[config.mk]
export PLATFORM = sky130hd
export DESIGN_NAME = mac_accumulator
export DESIGN_NICKNAME = d
export VERILOG_FILES = /design/src/rtl/mac_accumulator_pkg.sv /design/src/rtl/mac_accumulator.sv
export SDC_FILE = /design/constraint.sdc
export NUM_CORES = 1
export LEC_CHECK = 0
export BUFFER_PORTS_ARGS = -buffer_cell sky130_fd_sc_hd__buf_2
export CORE_ASPECT_RATIO = 1.5
export CORE_MARGIN = 2
export CORE_UTILIZATION = 35
export DETAILED_ROUTE_END_ITERATION = 8
export HOLD_SLACK_MARGIN = 0.12
export PLACE_DENSITY = 0.61
export SYNTH_ARGS = -nofsm -noshare
export SYNTH_HDL_FRONTEND = slang
export SYNTH_SLANG_ARGS = --single-unit
[constraint.sdc]
create_clock -name clk -period 3.1 [get_ports clk]
set_clock_uncertainty 0.05 [all_clocks]
set_input_delay 0.31 -clock clk [delete_from_list [all_inputs] [get_ports clk]]
set_output_delay 0.31 -clock clk [all_outputs]
set_load 0.02 [all_outputs]
[src/rtl/mac_accumulator_pkg.sv]
// ---------------------------------------------------------------------------
// Package: ABC_parameter
//
// Shared parameters for the multiply-add pipeline and its accumulator stage.
//   WIDTH        operand width of the a*b+c stage; its product is 2*WIDTH bits
//   N_ACC        default number of samples summed into one accumulator result
//   acc_state_t  accumulator FSM state: ACC (summing) / FULL (result pending)
// ---------------------------------------------------------------------------
package ABC_parameter;

    localparam int WIDTH = 8;
    localparam int N_ACC = 4;

    typedef enum logic {
        ACC  = 1'b0,
        FULL = 1'b1
    } acc_state_t;

endpackage : ABC_parameter

[src/rtl/mac_accumulator.sv]
// ---------------------------------------------------------------------------
// Module: mac_accumulator
//
// Sums N_ACC consecutive accepted product samples from the multiply-add stage
// and presents each sum on a valid/ready output. A pending result stalls the
// input only while the consumer is not taking it; a handoff and a new accept
// can share one cycle, so throughput is one sample per clock.
//
// Ports
//   clk        in   rising-edge clock
//   reset      in   asynchronous, active-low; clears all state
//   clear      in   synchronous abort of the partial sum and any pending result
//   in_valid   in   in_data is valid this cycle
//   in_data    in   2*WIDTH-bit product sample
//   in_ready   out  sample is accepted at this edge if in_valid is also high
//   out_valid  out  out_data holds a completed sum
//   out_data   out  OW-bit sum of N_ACC samples
//   out_ready  in   consumer takes out_data this cycle
//   busy       out  partial sum in progress
// ---------------------------------------------------------------------------
module mac_accumulator
    import ABC_parameter::*;
#(
    parameter int WIDTH = ABC_parameter::WIDTH,
    parameter int N_ACC = ABC_parameter::N_ACC
) (
    input  logic                                  clk,
    input  logic                                  reset,
    input  logic                                  clear,
    input  logic                                  in_valid,
    input  logic [2*WIDTH-1:0]                    in_data,
    output logic                                  in_ready,
    output logic                                  out_valid,
    output logic [2*WIDTH+$clog2(N_ACC)-1:0]      out_data,
    input  logic                                  out_ready,
    output logic                                  busy
);

    // Result width: N_ACC * (2^(2*WIDTH) - 1) always fits, so adds never wrap.
    localparam int OW = 2*WIDTH + $clog2(N_ACC);
    localparam int CW = $clog2(N_ACC);

    localparam logic [CW-1:0] CNT_LAST = CW'(N_ACC - 1);
    localparam logic [CW-1:0] CNT_ONE  = CW'(1);

    acc_state_t    state_q, state_d;
    logic [OW-1:0] acc_q, acc_d;
    logic [CW-1:0] cnt_q, cnt_d;
    logic [OW-1:0] out_data_q, out_data_d;
    logic          out_valid_q, out_valid_d;

    logic [OW-1:0] sample_ext;
    logic          accept;

    assign sample_ext = OW'(in_data);

    // In FULL the input is open only when the pending result leaves this cycle,
    // which is what lets a handoff and a new accept share one edge.
    assign in_ready = !clear && ((state_q == ACC) || out_ready);
    assign accept   = in_valid && in_ready;

    // NOTE: every always_comb output gets a default first so that no path
    // leaves a signal unassigned and infers a latch.
    always_comb begin
        state_d     = state_q;
        acc_d       = acc_q;
        cnt_d       = cnt_q;
        out_data_d  = out_data_q;
        out_valid_d = out_valid_q;

        if (clear) begin
            state_d     = ACC;
            acc_d       = '0;
            cnt_d       = '0;
            out_valid_d = 1'b0;
        end else begin
            unique case (state_q)
                ACC: begin
                    if (accept) begin
                        if (cnt_q == CNT_LAST) begin
                            out_data_d  = acc_q + sample_ext;
                            out_valid_d = 1'b1;
                            acc_d       = '0;
                            cnt_d       = '0;
                            state_d     = FULL;
                        end else begin
                            acc_d = acc_q + sample_ext;
                            cnt_d = cnt_q + CNT_ONE;
                        end
                    end
                end
                FULL: begin
                    if (out_ready) begin
                        out_valid_d = 1'b0;
                        state_d     = ACC;
                        // Sample accepted alongside the handoff starts the next sum.
                        if (in_valid) begin
                            acc_d = sample_ext;
                            cnt_d = CNT_ONE;
                        end
                    end
                end
                default: state_d = ACC;
            endcase
        end
    end

    // NOTE: sequential state uses non-blocking assignments so every flop
    // samples its _d value from before the edge, independent of block order.
    always_ff @(posedge clk or negedge reset) begin
        if (!reset) begin
            state_q     <= ACC;
            acc_q       <= '0;
            cnt_q       <= '0;
            out_data_q  <= '0;
            out_valid_q <= 1'b0;
        end else begin
            state_q     <= state_d;
            acc_q       <= acc_d;
            cnt_q       <= cnt_d;
            out_data_q  <= out_data_d;
            out_valid_q <= out_valid_d;
        end
    end

    assign out_valid = out_valid_q;
    assign out_data  = out_data_q;
    assign busy      = (cnt_q != '0);

endmodule : mac_accumulator

-- Word level (Yosys, flattened, before mapping)
Index checks and enable logic that the tools add are counted.
- order comparisons: 0
- bitwise operators: 2
- divide/modulo/power cells: 0
- multiply operators: 0
- shifts and indexed selects: 0
- reduce and logical (&&, ||, !) cells: 8
- equal/unequal tests: 5
- mux-type cells: 22
- add/subtract/negate cells: 2
- operators by type and width (kind ; count):
    two-way mux 18 bit ; 5
    one-hot mux 18 bit (2 select lines) ; 1
    adder 18 x 16 -> 18 bit ; 1
    two-way mux 2 bit ; 5
    inequality test 3 bit, second input constant ; 3
    two-way mux 1 bit ; 8
    AND reduction 3 bit ; 2
    one-hot mux 1 bit (2 select lines) ; 2
    one-hot mux 2 bit (2 select lines) ; 1
    AND reduction 4 bit ; 1
    inequality test 3 x 2 -> 1 bit, second input constant ; 1
    adder 2 x 1 -> 2 bit, second input constant ; 1
    == test 2 bit, second input constant ; 1
    logical AND 1 bit ; 2
    NOT 1 bit ; 2
    nonzero test 2 bit ; 1
    zero test 1 bit ; 1
    logical OR 1 bit ; 1
- logic and storage cells: 44
- output and inout port bits: 21
- bits in latches: 0
- bits of input ports: 21
- register bits: 40
- RAM bits: 0
- memory bits (read-only): 0
- memories: 0

-- Depth between registers and ports, before layout
Gate-level depths: netlist of run 1.
- depth in word-level cells: 7
- mapped depth: 8

-- Worst setup path after synthesis of run 1
Ideal clock, no wire load.
- kind: register -> register
- from: register acc_q[0]
- to: register acc_q[14]
- period minus slack after synthesis: 2.535 ns
- path slack: 0.565 ns
- data arrival time: 2.356 ns
- path buffers: 0
- stages on the path, launching flop included: 9
- path through: dfrtp_1 ha_1 fa_1 a211o_1 a2111o_1 a31oi_4 o21ai_2 a222oi_1 nand2_1
- cells in the longest elaborated chain, start to end: 5
- RTL lines (item ; RTL line ; RTL):
    from (decl) ; mac_accumulator.sv:47 ; logic [OW-1:0] acc_q, acc_d;
    from (signal assigned) ; mac_accumulator.sv:113 ; acc_q <= '0;
    from (signal assigned) ; mac_accumulator.sv:119 ; acc_q <= acc_d;
    adder 18 x 16 -> 18 bit ; mac_accumulator.sv:87 ; acc_d = acc_q + sample_ext;
    two-way mux 18 bit ; mac_accumulator.sv:80 ; if (cnt_q == CNT_LAST) begin
    two-way mux 18 bit ; mac_accumulator.sv:79 ; if (accept) begin
    one-hot mux 18 bit (2 select lines) ; mac_accumulator.sv:77 ; unique case (state_q)
    two-way mux 18 bit ; mac_accumulator.sv:71 ; if (clear) begin
No other way between the ends. The select of a mux whose other input is x is not followed.
A chain may end at the register's enable or synchronous reset.

-- Worst setup path after layout of run 1
Ends and elaborated chain as after synthesis.

==> flow_results.org, run 1 <==
** Floorplanning
- The die is between 70 and 80 um wide.
- Total number of placement rows :: 38
- Area inside the core boundary :: just over 0.007 mm2
- Full die area :: around 0.0081 mm2
- Die height :: approximately 110 um
- 42 I/O pins were placed.
- Starting density of the core :: 36.0%

** Final layout
- The area growth from synthesis to layout is 15.4%.
- In the final layout, the share of cells above drive strength 1 is ~17%.
- Antenna diodes :: 0
- Post-route non-filler standard cell count :: ~430
- Layout Nets :: between 300 and 400

** Logic synthesis
- Number of enable-type register cells in the synthesized netlist :: 0
- After synthesis the cells add up to 0.00258 mm2.
- Synth area leader :: dfrtp_1
- During synthesis, Yosys emitted a total of 0 warnings.
- Post-synthesis sequential area ratio :: 38.8%
- Synth Register Bits :: 40
- The number of nets handed over by synthesis was roughly 330.
- Among all flip-flop cells after synthesis, the most frequent one is dfrtp_1.
- In this run, distinct cell masters in the synthesized netlist total between 40 and 50.
- Post-Synthesis Mean Instance Area :: 8.84 um2
- Of all flip-flops after synthesis, the portion carrying an async set or reset was 100%.
- Cell types occupying the most area after synthesis :: dfrtp_1 39%, ha_1 8.7%, o21ai_0 5.8%
- Number of instances in the synthesized netlist :: 292
- Of the post-synthesis cell area, the dominant cell type holds 38.8%.

** Pwr
- Share of total power in the clock network :: approximately 25%
- Total internal power :: about 1100 uW
- Net switching fraction of the power :: a little under two fifths
- Worst vdd rail ir drop :: about 240 uV
- Share of total power in combinational logic :: a little under two fifths
- Leakage power figure :: around 0.0014 uW
- The analysis attributes to net switching a power of between 600 and 700 uW.
- In this run, flip-flops and latches consume 37.5% of the power.
- Total power density per cell area :: a little under 600 mW/mm2

** Clock tree
- Number of buffers added to fix hold violations after cts :: 0
- The H-tree generated during clock tree synthesis spans 2 levels.
- CTS placed an instance of clkbuf_8 at the clock tree root.
- Counting every sink on the clock net gives 40.
- Clock transition at the register clock pins on the worst setup and hold paths after CTS :: roughly 90 ps
- The number of setup buffers added after CTS is 0.
- Cts repair resizes :: 0
- The number of clock buffers added by TritonCTS is 5.
- TritonCTS built the clock tree.
- Clock latency reported for the late side of the worst-skew pair :: approximately 300 ps
- Maximum buffer depth of the clock tree :: 2

** Place
- Post-DP HPWL :: roughly 5000 um
- Port buffer count :: 41
- Placed cells :: 419
- The congestion estimate from routability-driven global placement came to 0.857.

** Worst setup path
- In this run the worst path has a maximum fanout of 4.
- Worst endpoint required time :: between 3000 and 4000 ps
- The critical path starts at acc_q[0]$_DFFE_PN0P_.
- By startpoint and endpoint, the worst setup path is classified as flip-flop to flip-flop.
- STA classifies the critical path startpoint as a flip-flop.
- In this run the critical register-to-register path is launched from acc_q[0]$_DFFE_PN0P_.
- Data arrives at the worst endpoint at 2950 ps.
- STA classifies the critical path endpoint as a flip-flop.

** Routing
- First-pass DRT Iterations :: 4
- The final layout contains routed wiring with a total length of around 6800 um.
- The count of nets left with antenna violations once routing finished came out at 0.
- # DRC :: 0
- Max layer used :: met4
- After detailed routing, the met2 layer carries between 3000 and 4000 um of wire.
- After detailed routing, the number of vias per cell comes to 5.38.
- DRT iter0 DRCs :: 138
- Metal3 WL :: ~180 um
- Total via count after detailed routing :: roughly 2300
- Post-DR wirelength/cell :: between 15 and 20 um
- The detailed router put a total of roughly 2700 um of wire on met1.

** Global routing
- First-pass GRT wire length :: 11100 um
- Summed over all layers, the global routing overflow is 0.
- The via count of the first global-routing pass was 2287.
- Global routing consumed, over all layers together, 18.0% of the routing resources.
- The initial antenna violation count is 0.
- Entering global routing, the biggest net connects roughly 40 pins.

** Timing
- The worst path in the final design needs a cycle of around 2800 ps, including I/O delays and setup.
- Worst-margin pin slew :: approximately 980 ps
- In this run the tightest slew margin relative to its limit is 34.7%.
- After layout, the worst path uses about 91% of the clock period.
- For the final routed database, the setup TNS stands at 0 ps.
- RSZ-0062 raised after global routing :: no
- Hold Fails Final Rpt :: 0
- Count of final max-slew check failures :: 0
- Count of final setup violators :: 0
- Derived from the worst setup path, the maximum achievable clock frequency is between 300 and 400 MHz.

** Run status
- Result of the run :: complete, no violations

** Job
- Max-cap violations in this run came to 0.

** Worst hold path
- In this run the worst hold path is classified as input port to async pin.
==> area by class of cell <==
cell class / instances / area [um2]
Sequential cell: 40 / 1000
Clock inverter: 3 / 47.5
Clock buffer: 5 / 68.8
Tap cell: 100 / 125
Inverter: 12 / 45.0
Fill cell: 731 / 4200
Timing Repair Buffer: 43 / 220
Multi-Input combinational cell: 224 / 1470
==> layer usage <==
metal / up-vias / GRT usage, %
li1: 1142 / -
met3: 13 / 3.05
met2: 45 / 33.0
met4: 0 / 8.44
met5: - / 0
met1: 1098 / 19.5
==> metrics by stage <==
step                utilization, %  hold slack, ps  cell area [um2]  worst slack [ps]  power, uW
floorplan                        -           -35.6             2580               565       1150
global placement              39.9             406             2860               340       1330
detailed placement            39.9             412             2860               266       1340
CTS                           41.5             128             2980               302       1790
global route                  41.5             146             2980               146       1900
finish                        41.5            90.3             2980               278       1780
==> final timing paths <==
| check | endpoint | cells after the start | slack, ps |
|---|---|---|---|
| worst max-delay path | acc_q[14]$_DFFE_PN0P_ | 8 | 280 |
| worst min-delay path | out_data[14]$_DFFE_PN0P_ | 1 | 90 |
| worst max register to register | acc_q[14]$_DFFE_PN0P_ | 8 | 280 |
| worst min register to register | out_data[0]$_DFFE_PN0P_ | 2 | 430 |
| max in group asynchronous | acc_q[12]$_DFFE_PN0P_ | 1 | 2330 |
| min in group clk | out_valid$_DFFE_PN0P_ | 2 | 150 |
==> power groups by stage <==
stage / clock network [uW] / registers (uW) / logic (uW)
floorplan: 0 / 731 / 417
global placement: 0 / 673 / 656
detailed placement: 0 / 679 / 660
CTS: 461 / 668 / 665
global route: 481 / 680 / 736
finish: 450 / 667 / 660
==> placed cells by master (no fill, tap or decap), drive strengths merged, types with 3 or more instances in the layout <==
cell	count
nand3	13
o21a	5
buf	43
xnor2	9
o211ai	5
a22oi	13
o21ai	32
dfrtp	40
ha	18
nand2b	3
a211o	4
nor2	12
xor2	5
o21bai	3
nand2	33
a222oi	3
inv	12
a211oi	3
clkbuf	5
nor3	7
a21oi	21
a21o	4
or3	3
nand4	5
and3	4
==> logic make-up after synthesis <==
logic type	synth area share, %
compound gates	27.5
xor+xnor	4.75
fa+ha+maj	9.50
buf+inv	4.21
flops	38.8
simple gates	15.3
==> cells in the mapped netlist (all sizes together) (5+ instances only) <==
cell and instances:
a21oi 21, a22oi 13, clkbuf 14, dfrtp 40, ha 18, inv 12
nand2 33, nand3 13, nand4 5, nor2 12, nor3 7, o211ai 5
o21a 5, o21ai 32, xnor2 9, xor2 5
==> flip-flops by register name, indices dropped and copies added, names as in the netlist <==
signal and flops:
cnt_q 2, out_valid 1, acc_q 18, out_data 18, state_q 1
==> critical path, cell delays in order, from the launching register on <==
cell and delay [ps]:
dfrtp_1 390, ha_1 230, fa_1 430, a211o_1 370
a2111o_1 440, a31oi_4 260, o21ai_2 110, a222oi_1 350
nand2_1 90
(Power assumes the default switching activity.)
==> inputs of run 2 (changes only) <==
Settings changed: PLACE_DENSITY 0.61 to 0.54.
==> flow_results.org, run 2 (same netlist as run 1, synthesis figures left out) <==
** Clock tree
- Clock latency reported for the late side of the worst-skew pair :: 300 ps (about the same)
- Number of buffers added to fix hold violations after cts :: 0 (unchanged)
- The level count of the clock H-tree is 2 (unchanged).
- Clock root buffer master :: clkbuf_8
- Cts repair resizes :: 0 (unchanged)
- CTS Sinks :: 40 (unchanged)
- The post-CTS setup-driven buffer insertion count is 0 (unchanged).
- TritonCTS built the clock tree.
- The number of buffers between clock root and the deepest sink came to 2 (unchanged).
- The number of clock buffers inserted by TritonCTS was 5 (unchanged).
- The clock-pin transition on the worst setup and hold timing paths is 90 ps (about the same).

** Run status
- The run finished with clean final reports.

** Global routing
- Initial antenna violation count :: 0 (unchanged)
- Largest net degree at the start of global routing :: 41 (unchanged)
- Number of global-route vias before repair :: 2224 (-2.8%)
- The wire length of the first global-routing pass was 11100 um (+0.32%).
- Global router's overall resource usage :: 18.0% (about the same)
- GRT Residual Overflow :: 0 (unchanged)

** Final layout
- The count of antenna diodes in the layout is 0 (unchanged).
- Post-route non-filler standard cell count :: 428 (+0.23%)
- Relative to the synthesized area, the layout overhead comes to 15.0%.
- The top cell types in the final layout, fill and taps aside, are 41 x buf_2, 40 x dfrtp_1, 33 x nand2_1.
- The fraction of layout cells with a size suffix above 1 came to 17.4% (+0.25 points).
- Leading cell type in the layout, fill and taps excluded :: buf_2
- Layout Nets :: 367 (+0.27%)

** Place
- The count of buffers from port buffering is 41 (unchanged).
- The placed instance count came to 420 (+0.24%).
- Post-DP HPWL :: 5170 um (+3.5%)
- Pre-CTS WS :: 272 ps (+5.75 ps)
- The weighted congestion reported at the end of routability-driven placement came to 0.868 (+1.3%).

** Timing
- Period Utilization, post-route :: 89.2% (-1.8 points)
- Post-layout min period :: 2760 ps (-57.3 ps)
- Hold Fails Final Rpt :: 0 (unchanged)
- Worst-margin pin slew :: 970 ps (-8.72 ps)
- Setup repair after global routing left no endpoint under its margin.
- The worst max-slew margin expressed relative to the limit was 35.3% (+0.58 points).
- Setup TNS :: 0 ps (unchanged)
- The final number of max-transition violations was 0 (unchanged).
- Post-route worst setup slack :: 335 ps (+57.3 ps)
- Peak Freq :: 362 MHz (+2.1%)
- Count of final setup violators :: 0 (unchanged)

** Routing
- Via-per-instance ratio :: 5.29 (-1.7%)
- DRT iter0 DRCs :: 135 (-2.2%)
- Total via count after detailed routing :: 2264 (-1.5%)
- # DRC :: 0 (unchanged)
- The post-route antenna net violation count came to 0 (unchanged).
- The routed wire length per instance is 16.0 um (+0.90%).
- Total wirelength of the detailed-routed design :: 6860 um (+1.1%)
- First-pass DRT Iterations :: 6 (+2)

** Worst setup path
- Critical Path AT :: 2890 ps (-60 ps)
- The worst setup path is launched from a flip-flop.
- Kind of critical path :: flip-flop to flip-flop
- Maximum fanout along the worst path :: 4 (unchanged)
- The worst-case register-to-register setup slack came to 340 ps (+60 ps).
- The worst setup path is captured at a flip-flop.
- The startpoint identified for the worst register-to-register timing path is acc_q[0]$_DFFE_PN0P_.
- Reg2reg path depth :: 8 (unchanged)
- The required time at the endpoint of the critical path was 3230 ps (about the same).
- Terminus of the critical flop-to-flop path :: acc_q[14]$_DFFE_PN0P_

** Floorplanning
- The area inside the core boundary came to 0.00718 mm2 (unchanged).
- The effective utilization at floorplan is 36.0% (unchanged).
- The I/O pin count was 42 (unchanged).
- Full die area :: 0.00810 mm2 (unchanged)
- The horizontal die dimension was 74.1 um (unchanged).
- Total number of placement rows :: 38 (unchanged)
- Die height :: 109 um (unchanged)

** Pwr
- Total power density per cell area :: 577 mW/mm2 (-3.2%)
- The reported leakage power is 0.00142 uW (-0.68%).
- Worst vdd rail ir drop :: 265 uV (+12%)

** Job
- The total of max-cap violations is 0 (unchanged).

** Worst hold path
- Worst hold-check path type :: input port to async pin
## run 2: critical path, cell delays in order (launching register included)
cell and delay [ps]:
dfrtp_1 390, ha_1 230, fa_1 430, a211o_1 360
a2111o_1 430, a31oi_4 270, o21ai_2 110, a222oi_1 290
nand2_1 80
## run 2: metrics by stage
| step | total power [uW] | instance area [um2] | hold slack [ps] | util, % |
|---|---|---|---|---|
| 2_1_floorplan | 1150 | 2580 | -35.6 | - |
| 3_3_place_gp | 1340 | 2870 | 407 | 40.0 |
| 3_5_place_dp | 1340 | 2870 | 411 | 40.0 |
| 4_1_cts | 1730 | 2970 | 148 | 41.4 |
| 5_1_grt | 1830 | 2970 | 166 | 41.4 |
| 6_report | 1710 | 2970 | 103 | 41.4 |
## run 2: worst max path at each step
stage	from	end	slack, ps	cells after the start
2_1_floorplan	acc_q[0]$_DFFE_PN0P_	acc_q[14]$_DFFE_PN0P_	560	8
3_3_place_gp	in_data[0]	acc_q[14]$_DFFE_PN0P_	330	9
3_5_place_dp	in_data[0]	acc_q[14]$_DFFE_PN0P_	270	9
4_1_cts	acc_q[0]$_DFFE_PN0P_	acc_q[14]$_DFFE_PN0P_	340	8
5_1_grt	acc_q[0]$_DFFE_PN0P_	out_data[12]$_DFFE_PN0P_	210	8
6_report	acc_q[0]$_DFFE_PN0P_	acc_q[14]$_DFFE_PN0P_	340	8
## run 2: where the power goes
part	total, uW	switching [uW]	internal, uW	leakage (uW)
Clock	383	203	181	0.0000434
Combinational	666	415	250	0.000841
Sequential	664	53.3	611	0.000538
## run 2: cell type report
| type | instances | area (um2) |
|---|---|---|
| fillers | 715 | 4210 |
| multi-input cells | 224 | 1470 |
| flip-flops and latches | 40 | 1000 |
| repair buffers | 44 | 228 |
| well taps | 100 | 125 |
| clock buffers | 6 | 82.6 |
| inverters | 12 | 45.0 |
| clock inverters | 2 | 15.0 |
## run 2: metal layers
metal,routed length [um],share of wire [%],track usage (%)
met5,0,0,0
met4,69,1.0,6.10
met3,235,3.4,2.40
met2,3680,54,32.6
met1,2880,42,21.2
==> inputs of run 3 (changes only) <==
Settings changed: GPL_TIMING_DRIVEN from default to 0.
==> flow_results.org, run 3 (same netlist as run 1, synthesis figures left out) <==
** Routing
- Post-DR wirelength/cell :: 16.3 um (+1.9%)
- The violation count after the first detailed-route iteration came to 115 (-15%).
- Total via count after detailed routing :: 2367 (+4.5%)
- The post-route antenna net violation count came to 0 (unchanged).
- First-pass DRT Iterations :: 4 (-2)
- Via-per-instance ratio :: 5.37 (+1.5%)
- # DRC :: 0 (unchanged)
- Total wirelength of the detailed-routed design :: 7200 um (+5.0%)

** Pwr
- The clock network power share is 26.3% (+3.9 points).
- Share of total power in combinational logic :: 37.3% (-1.6 points)
- The power spent charging and discharging nets is 690 uW (+2.8%).
- Leakage power figure :: 0.00145 uW (+2.1%)
- The switching fraction of total power is 38.0% (-1.2 points).
- Relative contribution of sequential cells to total power :: 36.4% (-2.4 points)
- The internal power of the cells is 1130 uW (+8.0%).
- The power density over the cells was 598 mW/mm2 (+3.7%).
- The peak ir drop on the vdd network was 246 uV (-7.3%).

** Place
- Port buffer count :: 41 (unchanged)
- Placed cells :: 433 (+3.1%)
- The final HPWL from detailed placement came to 5410 um (+4.6%).
- Pre-CTS WS :: 252 ps (-19.4 ps)
- Final estimated routing congestion in global placement :: 0.927 (+6.8%)

** Clock tree
- TritonCTS built the clock tree.
- CTS placed an instance of clkbuf_8 at the clock tree root.
- Clock latency reported for the late side of the worst-skew pair :: 310 ps (about the same)
- The number of sinks handled by clock tree synthesis came to 40 (unchanged).
- Cts repair resizes :: 0 (unchanged)
- Clock transition at the register clock pins on the worst setup and hold paths after CTS :: 90 ps (about the same)
- Number of buffers added to fix hold violations after cts :: 0 (unchanged)
- The level count of the clock H-tree came to 2 (unchanged).
- The number of clock buffers inserted by TritonCTS was 5 (unchanged).
- Maximum buffer depth of the clock tree :: 2 (unchanged)
- The post-CTS setup-driven buffer insertion count was 0 (unchanged).

** Timing
- RSZ-0062 raised after global routing :: no
- Post-route worst setup slack :: 330 ps (-5.46 ps)
- Peak Freq :: 361 MHz (-0.20%)
- Hold Fails Final Rpt :: 0 (unchanged)
- Count of final max-slew check failures :: 0 (unchanged)
- The minimum period implied by the final worst setup slack was 2770 ps (+5.46 ps).
- The count of endpoints failing setup in the final report came to 0 (unchanged).
- The transition at the pin with the smallest max-transition slack came to 945 ps (-24.9 ps).
- Setup TNS :: 0 ps (unchanged)
- Max transition margin :: 37.0% (+1.7 points)
- Period Utilization, post-route :: 89.4% (+0.18 points)

** Floorplanning
- Total number of placement rows :: 38 (unchanged)
- The die footprint is 0.00810 mm2 (unchanged).
- Width of the die :: 74.1 um (unchanged)
- Starting density of the core :: 36.0% (unchanged)
- The area inside the core boundary came to 0.00718 mm2 (unchanged).
- Die height :: 109 um (unchanged)
- The I/O pin count was 42 (unchanged).

** Global routing
- Global router's overall resource usage :: 19.6% (+1.7 points)
- First-pass GRT wire length :: 12100 um (+9.1%)
- GRT Residual Overflow :: 0 (unchanged)
- The largest net degree at the start of global routing was 41 (unchanged).
- The via count of the first global-routing pass came to 2464 (+11%).
- Initial antenna violation count :: 0 (unchanged)

** Final layout
- Antenna diodes :: 0 (unchanged)
- Leading cell type in the layout, fill and taps excluded :: buf_2
- The fraction of layout cells with a size suffix above 1 is 16.7% (-0.66 points).
- Layout Nets :: 380 (+3.5%)
- Compared with the post-synthesis result, the final layout area differs by 17.5%.
- Fin util :: 42.3% (+0.91 points)
- The final cell count without fillers is 441 (+3.0%).
- Most used cells in the layout excluding fill and tap cells :: 43 x buf_2, 40 x dfrtp_1, 33 x nand2_1

** Worst setup path
- Capturing element type of the critical path :: flip-flop
- Kind of critical path :: flip-flop to flip-flop
- Worst endpoint required time :: 3220 ps (about the same)
- Reg2reg path depth :: 7 (-1)
- The worst setup path is launched from a flip-flop.
- The worst path arrival time is 2890 ps (about the same).
- Maximum fanout along the worst path :: 4 (unchanged)

** Run status
- The flow ran to the end, and the final reports show no timing, DRC or antenna violations.

** Job
- Number of max-cap violations :: 0 (unchanged)

** Worst hold path
- Worst hold-check path type :: input port to async pin
## run 3: power by group through the flow
| stage | clock [uW] | sequential (uW) | combinational [uW] |
|---|---|---|---|
| final | 477 | 661 | 677 |
| after global routing | 505 | 675 | 765 |
| after CTS | 493 | 662 | 684 |
| after detailed placement | 0 | 673 | 680 |
| after global placement | 0 | 668 | 677 |
| after floorplan | 0 | 731 | 417 |
## run 3: worst paths after layout
check                                        startpoint                       to  slack, ps
worst min register to register  out_data[1]$_DFFE_PN0P_  out_data[1]$_DFFE_PN0P_        430
max in group asynchronous                         reset    acc_q[12]$_DFFE_PN0P_       2320
worst max-delay path               acc_q[0]$_DFFE_PN0P_  out_data[8]$_DFFE_PN0P_        330
worst min-delay path                              reset    acc_q[17]$_DFFE_PN0P_         90
worst max register to register     acc_q[0]$_DFFE_PN0P_  out_data[8]$_DFFE_PN0P_        330
min in group clk                              out_ready    out_valid$_DFFE_PN0P_        150
## run 3: final cells by class
type | instances | area [um2]
timing repair buffer | 41 | 205
fill | 738 | 4150
sequential | 40 | 1000
inverter | 12 | 45.0
clock inverter | 2 | 38.8
tap | 100 | 125
multi-input combinational | 224 | 1470
buffer | 16 | 63.8
clock buffer | 6 | 82.6
## run 3: per-layer routing
layer | vias up | global-route usage [%] | part of all wire [%]
li1 | 1169 | - | -
met1 | 1140 | 22.5 | 41
met2 | 45 | 34.9 | 53
met3 | 13 | 3.42 | 3.2
met4 | 0 | 8.57 | 3.2
met5 | - | 0 | 0
## run 3: critical path, stage by stage, from the launching register on
cell	delay, ps
dfrtp_1	400
ha_1	230
fa_1	440
a211o_1	360
a2111o_1	440
a31oi_4	250
xor2_1	330
o21ai_0	130
## run 3: metrics by stage
stage          area (um2)  total power, uW  hold slack, ps
4_1_cts              3030             1840             134
2_1_floorplan        2580             1150           -35.6
3_5_place_dp         2910             1350             415
5_1_grt              3030             1950             149
6_report             3030             1820            85.8
3_3_place_gp         2910             1350             409
